### src/rtl/mem_mod_sect_reg_par.sv
// mem_mod_sect_reg_par: serially loaded instruction/data module, sector and duplex selection with one-hot selects and serial readback
module mem_mod_sect_reg_par #(
    parameter int MOD_BITS  = 2,
    parameter int SECT_BITS = 4,
    localparam int NMOD     = 2**MOD_BITS,
    localparam int FRAME    = SECT_BITS + MOD_BITS + 1
) (
    input  logic                 CLK,
    input  logic                 RSTN,
    input  logic                 SER_START,
    input  logic                 SER_EN,
    input  logic                 SER_D,
    input  logic                 SER_TGT,
    output logic                 SER_ERR,
    input  logic                 ACC_REQ,
    input  logic                 ACC_I,
    output logic [NMOD-1:0]      MSEL_N,
    output logic [SECT_BITS-1:0] SECT,
    output logic                 DUP,
    input  logic                 SO_START,
    input  logic                 SO_TGT,
    output logic                 SO_D,
    output logic                 SO_VALID
);
    localparam int CW = $clog2(FRAME + 1);
    typedef enum logic {IDLE, LOAD} state_t;
    state_t               state_q, state_d;
    logic [CW-1:0]        cnt_q, cnt_d, so_cnt_q, so_cnt_d;
    logic                 tgt_q, tgt_d, err_q, err_d, commit;
    logic [FRAME-1:0]     sh_q, sh_d, i_frm_q, i_frm_d, d_frm_q, d_frm_d, so_sh_q, so_sh_d, sel, snap;
    logic [NMOD-1:0]      msel_q, msel_d;
    logic [SECT_BITS-1:0] sect_q, sect_d;
    logic [MOD_BITS-1:0]  mod;
    logic                 dup_q, dup_d, so_d_q, so_d_d, so_v_q, so_v_d;

    // Load FSM: frames are held as {dup, module, sector} and committed the edge after the last bit
    always_comb begin
        state_d = state_q;
        cnt_d   = cnt_q;
        tgt_d   = tgt_q;
        sh_d    = sh_q;
        err_d   = 1'b0;
        i_frm_d = i_frm_q;
        d_frm_d = d_frm_q;
        commit  = state_q == LOAD && cnt_q == CW'(FRAME);
        if (commit) begin
            state_d = IDLE;
            if (tgt_q) d_frm_d = sh_q;
            else       i_frm_d = sh_q;
        end
        if (SER_START) begin
            err_d   = state_q == LOAD && cnt_q != '0 && !commit;
            state_d = LOAD;
            tgt_d   = SER_TGT;
            cnt_d   = CW'(SER_EN);
            sh_d    = FRAME'(SER_EN & SER_D);
        end else if (state_q == LOAD && SER_EN && !commit) begin
            sh_d[cnt_q] = SER_D;
            cnt_d       = cnt_q + CW'(1);
        end
    end

    // Access: registered active-low selects for one cycle, sector and duplex hold between accesses
    always_comb begin
        sel    = ACC_I ? i_frm_q : d_frm_q;
        mod    = sel[SECT_BITS +: MOD_BITS];
        msel_d = ACC_REQ ? ~((NMOD'(1) << mod) | (sel[FRAME-1] ? NMOD'(1) << (mod ^ MOD_BITS'(1)) : '0)) : '1;
        sect_d = ACC_REQ ? sel[SECT_BITS-1:0] : sect_q;
        dup_d  = ACC_REQ ? sel[FRAME-1] : dup_q;
    end

    // Readback: snapshot the pre-commit set, then shift it out LSB first
    always_comb begin
        snap     = SO_TGT ? d_frm_q : i_frm_q;
        so_sh_d  = so_sh_q >> 1;
        so_cnt_d = so_cnt_q;
        so_d_d   = 1'b0;
        so_v_d   = 1'b0;
        if (SO_START) begin
            so_sh_d  = snap >> 1;
            so_cnt_d = CW'(FRAME - 1);
            so_d_d   = snap[0];
            so_v_d   = 1'b1;
        end else if (so_cnt_q != '0) begin
            so_cnt_d = so_cnt_q - CW'(1);
            so_d_d   = so_sh_q[0];
            so_v_d   = 1'b1;
        end
    end

    // State registers
    always_ff @(posedge CLK or negedge RSTN) begin
        if (!RSTN) begin
            state_q  <= IDLE;
            cnt_q    <= '0;
            tgt_q    <= 1'b0;
            sh_q     <= '0;
            err_q    <= 1'b0;
            i_frm_q  <= '0;
            d_frm_q  <= '0;
            msel_q   <= '1;
            sect_q   <= '0;
            dup_q    <= 1'b0;
            so_sh_q  <= '0;
            so_cnt_q <= '0;
            so_d_q   <= 1'b0;
            so_v_q   <= 1'b0;
        end else begin
            state_q  <= state_d;
            cnt_q    <= cnt_d;
            tgt_q    <= tgt_d;
            sh_q     <= sh_d;
            err_q    <= err_d;
            i_frm_q  <= i_frm_d;
            d_frm_q  <= d_frm_d;
            msel_q   <= msel_d;
            sect_q   <= sect_d;
            dup_q    <= dup_d;
            so_sh_q  <= so_sh_d;
            so_cnt_q <= so_cnt_d;
            so_d_q   <= so_d_d;
            so_v_q   <= so_v_d;
        end
    end

    assign SER_ERR  = err_q;
    assign MSEL_N   = msel_q;
    assign SECT     = sect_q;
    assign DUP      = dup_q;
    assign SO_D     = so_d_q;
    assign SO_VALID = so_v_q;
endmodule

### config.mk
export PLATFORM = sky130hd
export DESIGN_NAME = mem_mod_sect_reg_par
export DESIGN_NICKNAME = d
export VERILOG_FILES = /design/src/rtl/mem_mod_sect_reg_par.sv
export SDC_FILE = /design/constraint.sdc
export NUM_CORES = 1
export LEC_CHECK = 0
export ABC_AREA = 0
export BUFFER_PORTS_ARGS = -buffer_cell sky130_fd_sc_hd__buf_4
export CAP_MARGIN = 20
export CORE_MARGIN = 5
export CORE_UTILIZATION = 51
export CTS_BUF_LIST = sky130_fd_sc_hd__clkbuf_16
export DETAILED_ROUTE_END_ITERATION = 12
export HOLD_SLACK_MARGIN = 0.03
export PLACE_DENSITY = 0.73
export SKIP_LAST_GASP = 1
export SYNTH_ARGS = -nofsm -noshare
export SYNTH_HDL_FRONTEND = slang
export SYNTH_SLANG_ARGS = --single-unit
### constraint.sdc
create_clock -name CLK -period 1.53 [get_ports CLK]
set_clock_uncertainty 0.1 [all_clocks]
set_input_delay 0.2295 -clock CLK [delete_from_list [all_inputs] [get_ports CLK]]
set_output_delay 0.2295 -clock CLK [all_outputs]
set_load 0.03 [all_outputs]
### Word-level counts from Yosys, hierarchy flattened

Index checks and enable logic that the tools add are counted.
W data, S select, Z words.

* register bits: 48
* bits in latches: 0
* bits in writable memories: 0
* bits in read-only memories: 0
* bits of input ports: 10
* logic and storage cells: 61
* memories: 0

* $add $sub $neg: 2
* multiply operators: 0
* div/mod/pow operators: 0
* magnitude comparators: 2
* equal/unequal tests: 1
* shifts and indexed selects: 2
* muxes and demuxes: 21
* bitwise logic cells: 5
* reduce and logical (&&, ||, !) cells: 14

Operators with widths (number)
* $mux W7: 4
* $mux W3: 4
* $mux W1: 8
* $mux W4: 2
* $shl A1 B2 Y4 const A: 2
* $bwmux W7: 1
* $logic_and A1 B1 Y1: 6
* $mux W6: 1
* $reduce_bool A2 Y1: 3
* $reduce_bool A3 Y1: 2
* $lt A3 B4 Y1 const B: 1
* $not A4 Y4: 1
* $or A4 B4 Y4: 1
* $reduce_and A2 Y1: 2
* $add A3 B1 Y3 const B: 1
* $demux W1 S3: 1
* $eq A3 B3 Y1 const B: 1
* $ge A3 B1 Y1 const B: 1
* $sub A3 B1 Y3 const B: 1
* $not A1 Y1: 2
* $and A1 B1 Y1: 1
* $logic_not A1 Y1: 1

### Depth between registers and ports, before layout

Gate-level depths: netlist (run 1).

* depth after elaboration: 7
* gate-level depth with buffers: 5

### Least setup slack after synthesis (run 1)

Ideal clock, no wire load.

* path kind: register -> register
* from: reg cnt_q[1]
* to: reg sh_q[5]
* setup time: 0.079 ns
* arrival: 1.450 ns
* path slack: -0.100 ns
* stages on the path, launching flop included: 6
* period minus slack after synthesis: 1.630 ns
* cell sequence: dfrtp_1 -> ha_1 -> ha_1 -> nand4b_1 -> nor3b_1 -> mux2i_1

* longest elaborated chain between the ends: 7
* elaborated cells on any way between the ends: 13
* classes of those cells: 2 x order compare; 1 x eq/ne; 5 x mux; 5 x reduce/logical

RTL lines
* start: declaration: RTL line 28 `logic [CW-1:0] cnt_q, cnt_d, so_cnt_q, so_cnt_d;`
* start signal: assignment: RTL line 110 `cnt_q <= cnt_d;`
* $lt A3 B4 Y1 (not written as such) or $ge A3 B1 Y1 (tied branches): RTL line 58 `sh_d[cnt_q] = SER_D;`
* $logic_and A1 B1 Y1 (not written as such): RTL line 58
* $mux W1 (not written as such): RTL line 58
* $demux W1 S3: RTL line 58
* $bwmux W7: RTL line 58
* $mux W7: RTL line 57 `end else if (state_q == LOAD && SER_EN && !commit) begin`
* $mux W7: RTL line 51 `if (SER_START) begin`
* end signal: assignment: RTL line 97 `sh_q <= '0;`
* end signal: assignment: RTL line 112 `sh_q <= sh_d;`
* end: declaration: RTL line 30 `logic [FRAME-1:0] sh_q, sh_d, i_frm_q, i_frm_d, d_frm_q, d_frm_d, so_sh_q, so_sh_d, sel, snap;`

Parallel ways exist; a longest one is shown, timed or not. The select of a mux whose other input is x is not followed.
A chain may end at the register's enable or synchronous reset.

### Final worst setup path (run 1)

* from: reg cnt_q[0]
* to: reg sh_q[5]

Same word-level chain as after synthesis.

==> parameters.txt, run 1 <==
Parameter                              Value

Status
  Status ... complete, but fails checks
  Violated checks ... setup timing

GRT
  Via count of the first global-routing pass ... ~1,500
  Antenna violations before repair ... 0
  Pin count of the biggest net entering global routing ... 48
  Final global-route overflow total ... 0
  GRT Util Overall ... between 10% and 20%
  First-pass GRT wire length ... approximately 6600 um

Clock network
  H-Tree Level Count ... 2
  Clock buffer depth ... 2
  CTS sink count ... between 40 and 50
  Root buffer cell ... clkbuf_16
  Clock latency on the worst-skew pair ... 0.28 ns
  Count of buffers added by post-CTS timing repair for setup ... 0
  CTS tree ... done
  Clock input transition at the sequential cells of the worst setup and hold paths ... around 0.060 ns
  Number of buffers inserted during clock tree synthesis ... 5

Die
  Ports placed on the boundary ... 22
  Effective utilization at floorplan ... a little over half
  Area of the die ... between 5000 and 6000 um2
  Chip Width ... ~74 um
  Die Span Y ... roughly 74 um
  Core ar. ... about 4000 um2
  Number of core rows ... 23

Setup path
  Cell-by-cell listing of the critical path ... ha_2 > ha_4 > nand4b_1 > nor3b_2 > mux2i_1
  Kind of end point of the critical path ... register
  Startpoint type of the worst setup path ... register
  Max stage delay cell, worst path ... dfrtp_1
  Largest fanout on the critical path ... 6
  Worst EP arrival ... approximately 1.7 ns
  Maximum single-stage delay on the critical path ... 0.39 ns
  Critical Setup Path Class ... reg -> reg
  Data required time at the worst endpoint ... 1.64 ns

Layout
  Most used cells in the layout excluding fill and tap cells ... 43 x dfrtp_1, 25 x buf_4, 18 x mux2i_1
  Post-layout nets ... between 200 and 250
  ANT cells ... 0
  Final Non-Filler Cells ... 259
  Commonest non-fill, non-tap cell in the layout ... dfrtp_1
  Layout overhead on the synthesized area ... 20.6%
  Share of cells above drive strength 1 ... between 20 and 30%
  Area of all placed cells without fillers ... ~2500 um2

Logic synthesis
  Yosys reg bits ... 47
  Sequential element share of the synthesized area ... between 50% and 60%
  YS warnings ... 0
  Mapped Avg Cell Area ... 11.6 um2
  Number of standard cells after synthesis ... ~180
  Count of unique library cells instantiated by Yosys ... 31
  Post-synth net total ... about 200
  Post-Syn Area ... ~2100 um2

Placement
  PortBufs ... 21
  Count of placed standard cells including taps ... 250
  Post-placement cell area ... around 2300 um2
  Routability congestion estimate ... about 0.81
  Detailed Place HPWL ... 2620 um

STA
  Total count of hold-check failures in the final report ... 0
  Slew headroom ... 61.7%
  Tightest hold margin ... slightly above 0.08 ns
  Fin crit period ... 1.58 ns
  Unrepaired setup endpoints after global routing ... true
  Part of the cycle the worst path needs ... 103%
  Transition at the pin with the smallest max-transition slack ... about 0.57 ns
  Number of pins exceeding their max-slew limit in the final report ... 0
  Setup violations, final ... 11
  Worst Slack Setup Final ... -0.0459 ns
  Fmax ... roughly 630 MHz

Power
  PnR Total Power ... roughly 2900 uW
  Worst VDD drop ... between 0.6 and 0.7 mV
  Power Density ... around 1100 nW/um2
  Static Leak ... ~0.0012 uW

Route
  Total length of routed wires ... 3740 um
  Drt via density ... 5.33
  Via count ... about 1,400
  Number of nets still failing antenna checks after routing ... 0
  # DRC ... 0
  Number of search-and-repair iterations in the first detailed-routing pass ... 4
  Average wire length per cell after detail routing ... around 14 um
  Starting DRC count in detailed routing ... 72

Flow run
  Max-cap violations ... 0

Hold path
  Worst hold-check path type ... in -> reg
[cell families after synthesis]
logic type	synth area share [%]
and+or+nand+nor	14.6
DFF	56.3
muxes	16.1
AOI/OAI and AO/OA	6.50
buffers and inverters	2.74
adders and majority gates	2.98
xor gates and xnor gates	0.834
[routing by layer]
layer  GRT usage [%]  wire length (um)  vias to the layer above
li1                -                 -                      679
met2            29.1              2000                       19
met3            4.73               164                        6
met4            5.03                49                        0
met1            17.7              1530                      677
met5               0                 0                        -
[power by group]
| group | leakage [uW] | total (uW) | internal, uW | switching (uW) |
|---|---|---|---|---|
| logic | 0.000508 | 342 | 148 | 194 |
| registers | 0.000600 | 1340 | 1310 | 35.0 |
| clock network | 0.0000838 | 1210 | 769 | 436 |
[worst max-delay path, delay by kind of cell, from the launching register on]
kind	cells	cell delay [ns]
and+or+nand+nor	2	0.44
DFF	1	0.39
adders and majority gates	2	0.38
muxes	1	0.19
[cell type report]
cell class	count	area (um2)
flip-flops and latches	47	1180
fillers	306	1470
well taps	50	62.6
inverters	8	30.0
clock inverters	3	43.8
clock buffers	5	125
repair buffers	26	198
multi-input cells	120	892
[cell usage after synthesis, drive strengths merged]
library cell,n,share of area (%)
mux2i,18,8.6
ha,5,3.0
a21oi,15,3.6
or2,1,0.30
nand2,10,1.8
a211o,2,0.83
o21ai,4,0.95
nand3,8,2.1
nor3,1,0.24
nand4b,1,0.42
nand3b,2,0.89
nand2b,11,3.3
o31ai,1,0.36
nor3b,1,0.36
xnor2,2,0.83
a32oi,1,0.42
nor2,16,2.9
clkbuf,1,0.18
dfrtp,43,51
mux2,14,7.5
buf,5,1.1
inv,8,1.4
o211ai,1,0.36
and2b,1,0.36
dfstp,4,5.0
and4bb,1,0.77
nor2b,4,1.2
[per-stage QoR]
step / setup TNS (ns) / setup WS [ns] / utilization [%]
finish: -0.151 / -0.0459 / 63.3
CTS: -0.161 / -0.0586 / 63.2
global placement: 0 / 0.0268 / 58.6
global route: -1.31 / -0.186 / 63.3
detailed placement: -0.0768 / -0.0435 / 58.6
floorplan: -0.0285 / -0.0138 / -
[sequential cells by signal, summed over array words and instances, names as in the netlist]
name and count:
SO_D 1, so_cnt_q 3, sh_q 7, cnt_q 3, d_frm_q 7, SECT 4, i_frm_q 7, state_q 1
DUP 1, SER_ERR 1, tgt_q 1, SO_VALID 1, MSEL_N 4, so_sh_q 6
[final timing paths]
check                      cells after the start   startpoint          end  slack (ns)
setup / recovery                               5     cnt_q[0]      sh_q[5]       -0.05
hold / removal                                 2      SER_TGT        tgt_q        0.08
setup reg to reg                               5     cnt_q[0]      sh_q[5]       -0.05
hold reg to reg                                1  so_cnt_q[1]  so_cnt_q[1]        0.39
max in group asynchronous                      2         RSTN     cnt_q[1]        0.55
min in group asynchronous                      2         RSTN  so_cnt_q[0]        0.37
[repair_timing]
item	in CTS	in global routing
hold buffers	1	0
endpoints found under the hold margin	43	0
pin swaps	3	1
resized for setup	1	3
endpoints found under the setup margin	12	23
No activity file was read; power rests on OpenSTA's default activity.
==> inputs of run 2 (changes only) <==
--- a/config.mk
+++ b/config.mk
@@ -14,6 +14,7 @@
 export DETAILED_ROUTE_END_ITERATION = 12
 export HOLD_SLACK_MARGIN = 0.03
 export PLACE_DENSITY = 0.73
+export SETUP_SLACK_MARGIN = 0.15
 export SKIP_LAST_GASP = 1
 export SYNTH_ARGS = -nofsm -noshare
 export SYNTH_HDL_FRONTEND = slang
==> constraint.sdc (replaced) <==
create_clock -name CLK -period 1.4 [get_ports CLK]
set_clock_uncertainty 0.1 [all_clocks]
set_input_delay 0.21 -clock CLK [delete_from_list [all_inputs] [get_ports CLK]]
set_output_delay 0.21 -clock CLK [all_outputs]
set_load 0.03 [all_outputs]
==> run 2 against run 1 <==
  * The flow still finishes with violations (setup timing)
  * Combinational power increased by 27%
  * Via count increased by 2.5%
  * Clock power increased by 24%
  * Maximum frequency decreased by 0.50%
  * Worst hold slack got worse by 0.020 ns
  * Design area increased by 5.1%
  * Global-route usage increased by 0.88 points
  * Critical path depth unchanged
  * Sequential share of layout area decreased by 2.3 points
  * Die area unchanged
  * First-iteration DRC count increased by 35%
  * Routed wire length increased by 7.9%
==> parameters.txt, run 2 (synthesis results as in run 1) <==
Parameter                              Value

Layout
  Post-layout nets ... 227 (was 223)
  Most used cells in the layout excluding fill and tap cells ... 43 x dfrtp_1, 24 x buf_4, 18 x mux2i_1 (was 43 x dfrtp_1, 25 x buf_4, 18 x mux2i_1)
  Layout overhead on the synthesized area ... 26.8% (was 20.6%)
  Share of cells above drive strength 1 ... 35.2% (was 29.7%)
  ANT cells ... 0 (unchanged)
  Largest regs ... d_frm_q (7), i_frm_q (7), sh_q (7) (unchanged)
  Post-layout utilization of the core ... 66.6% (was 63.3%)
  Commonest non-fill, non-tap cell in the layout ... dfrtp_1 (unchanged)
  Filler instances ... 299 (was 306)
  Area of all placed cells without fillers ... 2660 um2 (was 2530 um2)

Route
  Total length of routed wires ... 4040 um (was 3740 um)
  Drt via density ... 5.38 (was 5.33)
  Starting DRC count in detailed routing ... 97 (was 72)
  Number of search-and-repair iterations in the first detailed-routing pass ... 4 (unchanged)
  # DRC ... 0 (unchanged)
  Number of nets still failing antenna checks after routing ... 0 (unchanged)
  Average wire length per cell after detail routing ... 15.3 um (was 14.4 um)
  Via count ... 1,416 (was 1,381)

Die
  Chip Width ... 74.2 um (unchanged)
  Core ar. ... 4000 um2 (unchanged)
  Effective utilization at floorplan ... 52.5% (unchanged)
  Area of the die ... 5500 um2 (unchanged)
  Number of core rows ... 23 (unchanged)
  Die Span Y ... 74.2 um (unchanged)
  Ports placed on the boundary ... 22 (unchanged)

GRT
  Via count of the first global-routing pass ... 1,535 (was 1,456)
  Pin count of the biggest net entering global routing ... 48 (unchanged)
  GRT Util Overall ... 16.8% (was 15.9%)
  Antenna violations before repair ... 0 (unchanged)
  Final global-route overflow total ... 0 (unchanged)
  First-pass GRT wire length ... 6970 um (was 6620 um)

Placement
  PortBufs ... 21 (unchanged)
  Post-placement cell area ... 2370 um2 (was 2340 um2)
  Routability congestion estimate ... 0.805 (was 0.812)
  Pre-CTS worst setup slack ... -0.175 ns (was -0.0435 ns)
  Detailed Place HPWL ... 2860 um (was 2620 um)

Clock network
  Clock buffer depth ... 2 (unchanged)
  H-Tree Level Count ... 2 (unchanged)
  Clock input transition at the sequential cells of the worst setup and hold paths ... 0.06 ns (about the same)
  Number of buffers inserted during clock tree synthesis ... 5 (unchanged)
  Clock latency on the worst-skew pair ... 0.28 ns (about the same)
  CTS tree ... done (unchanged)
  Root buffer cell ... clkbuf_16 (unchanged)
  CTS sink count ... 47 (unchanged)

Setup path
  Largest fanout on the critical path ... 6 (unchanged)
  Critical Setup Path Class ... reg -> reg (unchanged)
  Maximum single-stage delay on the critical path ... 0.38 ns (was 0.39 ns)
  Category of cells accounting for the largest share of critical-path delay ... flip-flops (was simple AND/OR/NAND/NOR gates)
  Max stage delay cell, worst path ... dfrtp_1 (unchanged)
  Kind of end point of the critical path ... register (unchanged)
  Cell-by-cell listing of the critical path ... ha_2 > ha_4 > and4bb_4 > a211o_1 > o211ai_1 (was ha_2 > ha_4 > nand4b_1 > nor3b_2 > mux2i_1)
  Startpoint type of the worst setup path ... register (unchanged)
  Data required time at the worst endpoint ... 1.45 ns (was 1.64 ns)
  Buffers plus inverters on the worst setup path ... 0 (unchanged)
  Worst EP arrival ... 1.64 ns (was 1.68 ns)

Hold path
  Worst hold-check path type ... in -> reg (unchanged)

STA
  Fmax ... 631 MHz (was 635 MHz)
  Part of the cycle the worst path needs ... 113% (was 103%)
  Unrepaired setup endpoints after global routing ... true (unchanged)
  Worst Slack Setup Final ... -0.184 ns (was -0.0459 ns)
  Setup violations, final ... 23 (was 11)
  Total count of hold-check failures in the final report ... 0 (unchanged)
  Fin crit period ... 1.58 ns (about the same)
  Transition at the pin with the smallest max-transition slack ... 0.582 ns (was 0.575 ns)
  Number of pins exceeding their max-slew limit in the final report ... 0 (unchanged)
  Slew headroom ... 61.2% (was 61.7%)

Power
  Static Leak ... 0.00125 uW (was 0.00119 uW)
  PnR Total Power ... 3400 uW (was 2890 uW)
  Worst VDD drop ... 0.646 mV (was 0.675 mV)
  Power Density ... 1280 nW/um2 (was 1140 nW/um2)

Status
  Status ... complete, but fails checks (unchanged)
  Violated checks ... setup timing (unchanged)

Flow run
  Max-cap violations ... 0 (unchanged)
## run 2: final cells by class
class                      count  area [um2]  area share (%)
clock inverter                 3        63.8            2.40
inverter                       8        30.0            1.13
clock buffer                   5         125            4.70
timing repair buffer          30         246            9.26
multi-input combinational    120         953            35.8
tap                           50        62.6            2.35
sequential                    47        1180            44.4
## run 2: timing repair
| action | in CTS | in global routing |
|---|---|---|
| resized for setup | 8 | 6 |
| cloned | 0 | 0 |
| setup buffers | 4 | 0 |
| pin swaps | 7 | 6 |
| endpoints found under the hold margin | 43 | 0 |
| hold buffers | 1 | 0 |
| endpoints found under the setup margin | 31 | 33 |
## run 2: worst paths after layout
kind / end / startpoint / slack (ns) / depth (start not counted)
min reg2reg: i_frm_q[0] / i_frm_q[0] / 0.40 / 2
max reg2reg: sh_q[0] / cnt_q[0] / -0.18 / 5
max: sh_q[0] / cnt_q[0] / -0.18 / 5
max in group asynchronous: state_q / RSTN / 0.43 / 2
min in group asynchronous: so_cnt_q[2] / RSTN / 0.37 / 2
min: tgt_q / SER_TGT / 0.06 / 2
## run 2: worst register-to-register path, delay by kind of cell (launching register included)
family | cells | cell delay (ns)
and+or+nand+nor | 1 | 0.37
DFF | 1 | 0.38
AOI/OAI and AO/OA | 2 | 0.22
adders and majority gates | 2 | 0.38
## run 2: where the power goes
group          switching [uW]  internal [uW]
combinational             235            198
clock                     480           1020
sequential               41.7           1430
total                     757           2640
## run 2: per-layer routing
layer  part of all wire, %  wire, um  up-vias  track usage (%)
li1                      -         -      684                -
met1                    41      1650      693             19.1
met2                    52      2110       30             30.4
met3                   4.9       199        9             4.19
met4                   1.8        74        0             6.24
met5                     0         0        -                0
## run 2: metrics by stage
stage          hold WS [ns]  TNS [ns]  cells
3_5_place_dp          0.150     -2.36    250
4_1_cts              0.0600     -2.61    263
5_1_grt              0.0719     -4.10    263
2_1_floorplan        -0.186     -1.99    181
3_3_place_gp          0.134     -1.47    250
6_report             0.0628     -2.61    263
==> inputs of run 3 (changes only) <==
--- a/config.mk
+++ b/config.mk
@@ -13,6 +13,7 @@
 export CTS_BUF_LIST = sky130_fd_sc_hd__clkbuf_16
 export DETAILED_ROUTE_END_ITERATION = 12
 export HOLD_SLACK_MARGIN = 0.03
+export MAX_ROUTING_LAYER = met4
 export PLACE_DENSITY = 0.73
 export SETUP_SLACK_MARGIN = 0.15
 export SKIP_LAST_GASP = 1
==> run 3 against run 2 <==
  * The flow still finishes with violations (setup timing)
  * Combinational power hardly changed
  * Die area unchanged
  * Maximum frequency hardly changed
  * Total power is essentially flat
  * Clock power is essentially flat
  * Design area unchanged
  * Critical endpoint unchanged
  * Highest routed layer unchanged
==> parameters.txt, run 3 (synthesis results as in run 1) <==
Parameter                              Value

Placement
  Detailed Place HPWL ... 2860 um (unchanged)
  Post-placement cell area ... 2370 um2 (unchanged)
  Pre-CTS worst setup slack ... -0.175 ns (unchanged)
  PortBufs ... 21 (unchanged)
  Routability congestion estimate ... 0.817 (was 0.805)

Clock network
  Clock latency on the worst-skew pair ... 0.28 ns (about the same)
  CTS sink count ... 47 (unchanged)
  H-Tree Level Count ... 2 (unchanged)
  CTS tree ... done (unchanged)
  Clock buffer depth ... 2 (unchanged)
  Root buffer cell ... clkbuf_16 (unchanged)
  Number of buffers inserted during clock tree synthesis ... 5 (unchanged)
  Clock input transition at the sequential cells of the worst setup and hold paths ... 0.06 ns (about the same)

Die
  Ports placed on the boundary ... 22 (unchanged)
  Core ar. ... 4000 um2 (unchanged)
  Number of core rows ... 23 (unchanged)
  Chip Width ... 74.2 um (unchanged)
  Die Span Y ... 74.2 um (unchanged)
  Area of the die ... 5500 um2 (unchanged)
  Effective utilization at floorplan ... 52.5% (unchanged)

Hold path
  Worst hold-check path type ... in -> reg (unchanged)
  Min-delay src ... SER_TGT (unchanged)

Setup path
  Setup crit end ... sh_q[0] (unchanged)
  Reg-to-Reg End ... sh_q[0] (unchanged)
  Kind of end point of the critical path ... register (unchanged)
  Reg-to-reg slack, setup ... -0.18 ns (about the same)
  Worst EP arrival ... 1.64 ns (about the same)
  Largest fanout on the critical path ... 6 (unchanged)
  Reg2reg start ... cnt_q[0] (unchanged)
  Critical Setup Path Class ... reg -> reg (unchanged)
  Worst R2R Path Depth ... 5 (unchanged)
  Crit path from ... cnt_q[0] (unchanged)
  Startpoint type of the worst setup path ... register (unchanged)
  Data required time at the worst endpoint ... 1.45 ns (about the same)

Layout
  Share of cells above drive strength 1 ... 35.2% (unchanged)
  ANT cells ... 0 (unchanged)
  Layout overhead on the synthesized area ... 26.8% (unchanged)
  Filler instances ... 299 (unchanged)
  Post-layout nets ... 227 (unchanged)
  Commonest non-fill, non-tap cell in the layout ... dfrtp_1 (unchanged)
  Largest regs ... d_frm_q (7), i_frm_q (7), sh_q (7) (unchanged)
  Most used cells in the layout excluding fill and tap cells ... 43 x dfrtp_1, 24 x buf_4, 18 x mux2i_1 (unchanged)
  Area of all placed cells without fillers ... 2660 um2 (unchanged)

GRT
  Pin count of the biggest net entering global routing ... 48 (unchanged)
  First-pass GRT wire length ... 6980 um (was 6970 um)
  GRT Util Overall ... 17.4% (was 16.8%)
  Via count of the first global-routing pass ... 1,531 (was 1,535)
  Antenna violations before repair ... 0 (unchanged)
  Final global-route overflow total ... 0 (unchanged)

Power
  Internal Power ... 2640 uW (about the same)
  Worst VDD drop ... 0.646 mV (about the same)
  PnR Total Power ... 3400 uW (about the same)
  Net switching fraction of the power ... 22.3% (about the same)
  Share of power burned in combinational logic ... 12.7% (about the same)
  Power Density ... 1280 nW/um2 (about the same)
  Static Leak ... 0.00125 uW (unchanged)
  Fraction of power consumed by sequential logic ... 43.2% (was 43.3%)
  Share of power burned in the clock network ... 44.0% (about the same)
  Psw ... 759 uW (was 757 uW)

Route
  Number of search-and-repair iterations in the first detailed-routing pass ... 4 (unchanged)
  Drt via density ... 5.41 (was 5.38)
  Number of nets still failing antenna checks after routing ... 0 (unchanged)
  Average wire length per cell after detail routing ... 15.3 um (about the same)
  Via count ... 1,422 (was 1,416)
  Starting DRC count in detailed routing ... 97 (unchanged)
  Total length of routed wires ... 4040 um (about the same)
  # DRC ... 0 (unchanged)

STA
  Setup total negative slack ... -2.61 ns (about the same)
  Worst Slack Setup Final ... -0.183 ns (was -0.184 ns)
  Slew headroom ... 61.4% (was 61.2%)
  Number of pins exceeding their max-slew limit in the final report ... 0 (unchanged)
  Part of the cycle the worst path needs ... 113% (about the same)
  Fin crit period ... 1.58 ns (about the same)
  Setup violations, final ... 23 (unchanged)
  Transition at the pin with the smallest max-transition slack ... 0.578 ns (was 0.582 ns)
  Unrepaired setup endpoints after global routing ... true (unchanged)
  Total count of hold-check failures in the final report ... 0 (unchanged)
  Fmax ... 632 MHz (was 631 MHz)

Flow run
  Max-cap violations ... 0 (unchanged)

Status
  Violated checks ... setup timing (unchanged)
  Status ... complete, but fails checks (unchanged)
## run 3: cell counts in the layout (fill, tap and decap cells not counted)
No cell type changed its count.
## run 3: worst max-delay path, stage by stage, from the launching register on
cell and delay, ns:
dfrtp_1 0.38, ha_2 0.20, ha_4 0.18, and4bb_4 0.37, a211o_1 0.14, o211ai_1 0.08
## run 3: routing by layer
metal / routed length, um / GRT usage [%] / vias to the layer above
met5: 0 / - / -
met4: 76 / 6.24 / 0
met3: 205 / 4.19 / 9
met2: 2100 / 30.3 / 30
met1: 1650 / 19.2 / 701
li1: - / - / 682
## run 3: area by class of cell
type / count / area, um2 / share of cell area (%)
Tap cell: 50 / 62.6 / 2.35
Inverter: 8 / 30.0 / 1.13
Sequential cell: 47 / 1180 / 44.4
Timing Repair Buffer: 30 / 246 / 9.26
Clock buffer: 5 / 125 / 4.70
Multi-Input combinational cell: 120 / 953 / 35.8
Clock inverter: 3 / 63.8 / 2.40
## run 3: power groups by stage
| stage | clock [uW] | combinational [uW] | sequential [uW] |
|---|---|---|---|
| after floorplan | 0 | 207 | 1530 |
| after global placement | 0 | 370 | 1490 |
| after detailed placement | 0 | 388 | 1490 |
| after CTS | 1520 | 423 | 1470 |
| after global routing | 1570 | 481 | 1480 |
| final | 1500 | 433 | 1470 |
## run 3: what timing repair did
item	4_1_cts	5_1_grt
pin swaps	7	6
endpoints found under the hold margin	43	0
hold buffers	1	0
gates resized for setup	8	6
endpoints found under the setup margin	31	33
setup buffers	4	0
## run 3: how the worst min path moves through the flow
stage,endpoint,slack [ns],depth (start not counted)
after floorplan,DUP,-0.19,0
after global placement,so_cnt_q[2],0.13,1
after detailed placement,so_cnt_q[0],0.15,1
after CTS,tgt_q,0.06,2
after global routing,tgt_q,0.07,2
final,tgt_q,0.06,2
## run 3: metrics by stage
stage	instances	util [%]	hold WS, ns
detailed placement	250	59.3	0.150
floorplan	181	-	-0.186
global route	263	66.6	0.0719
global placement	250	59.3	0.134
finish	263	66.6	0.0630
CTS	263	65.9	0.0600
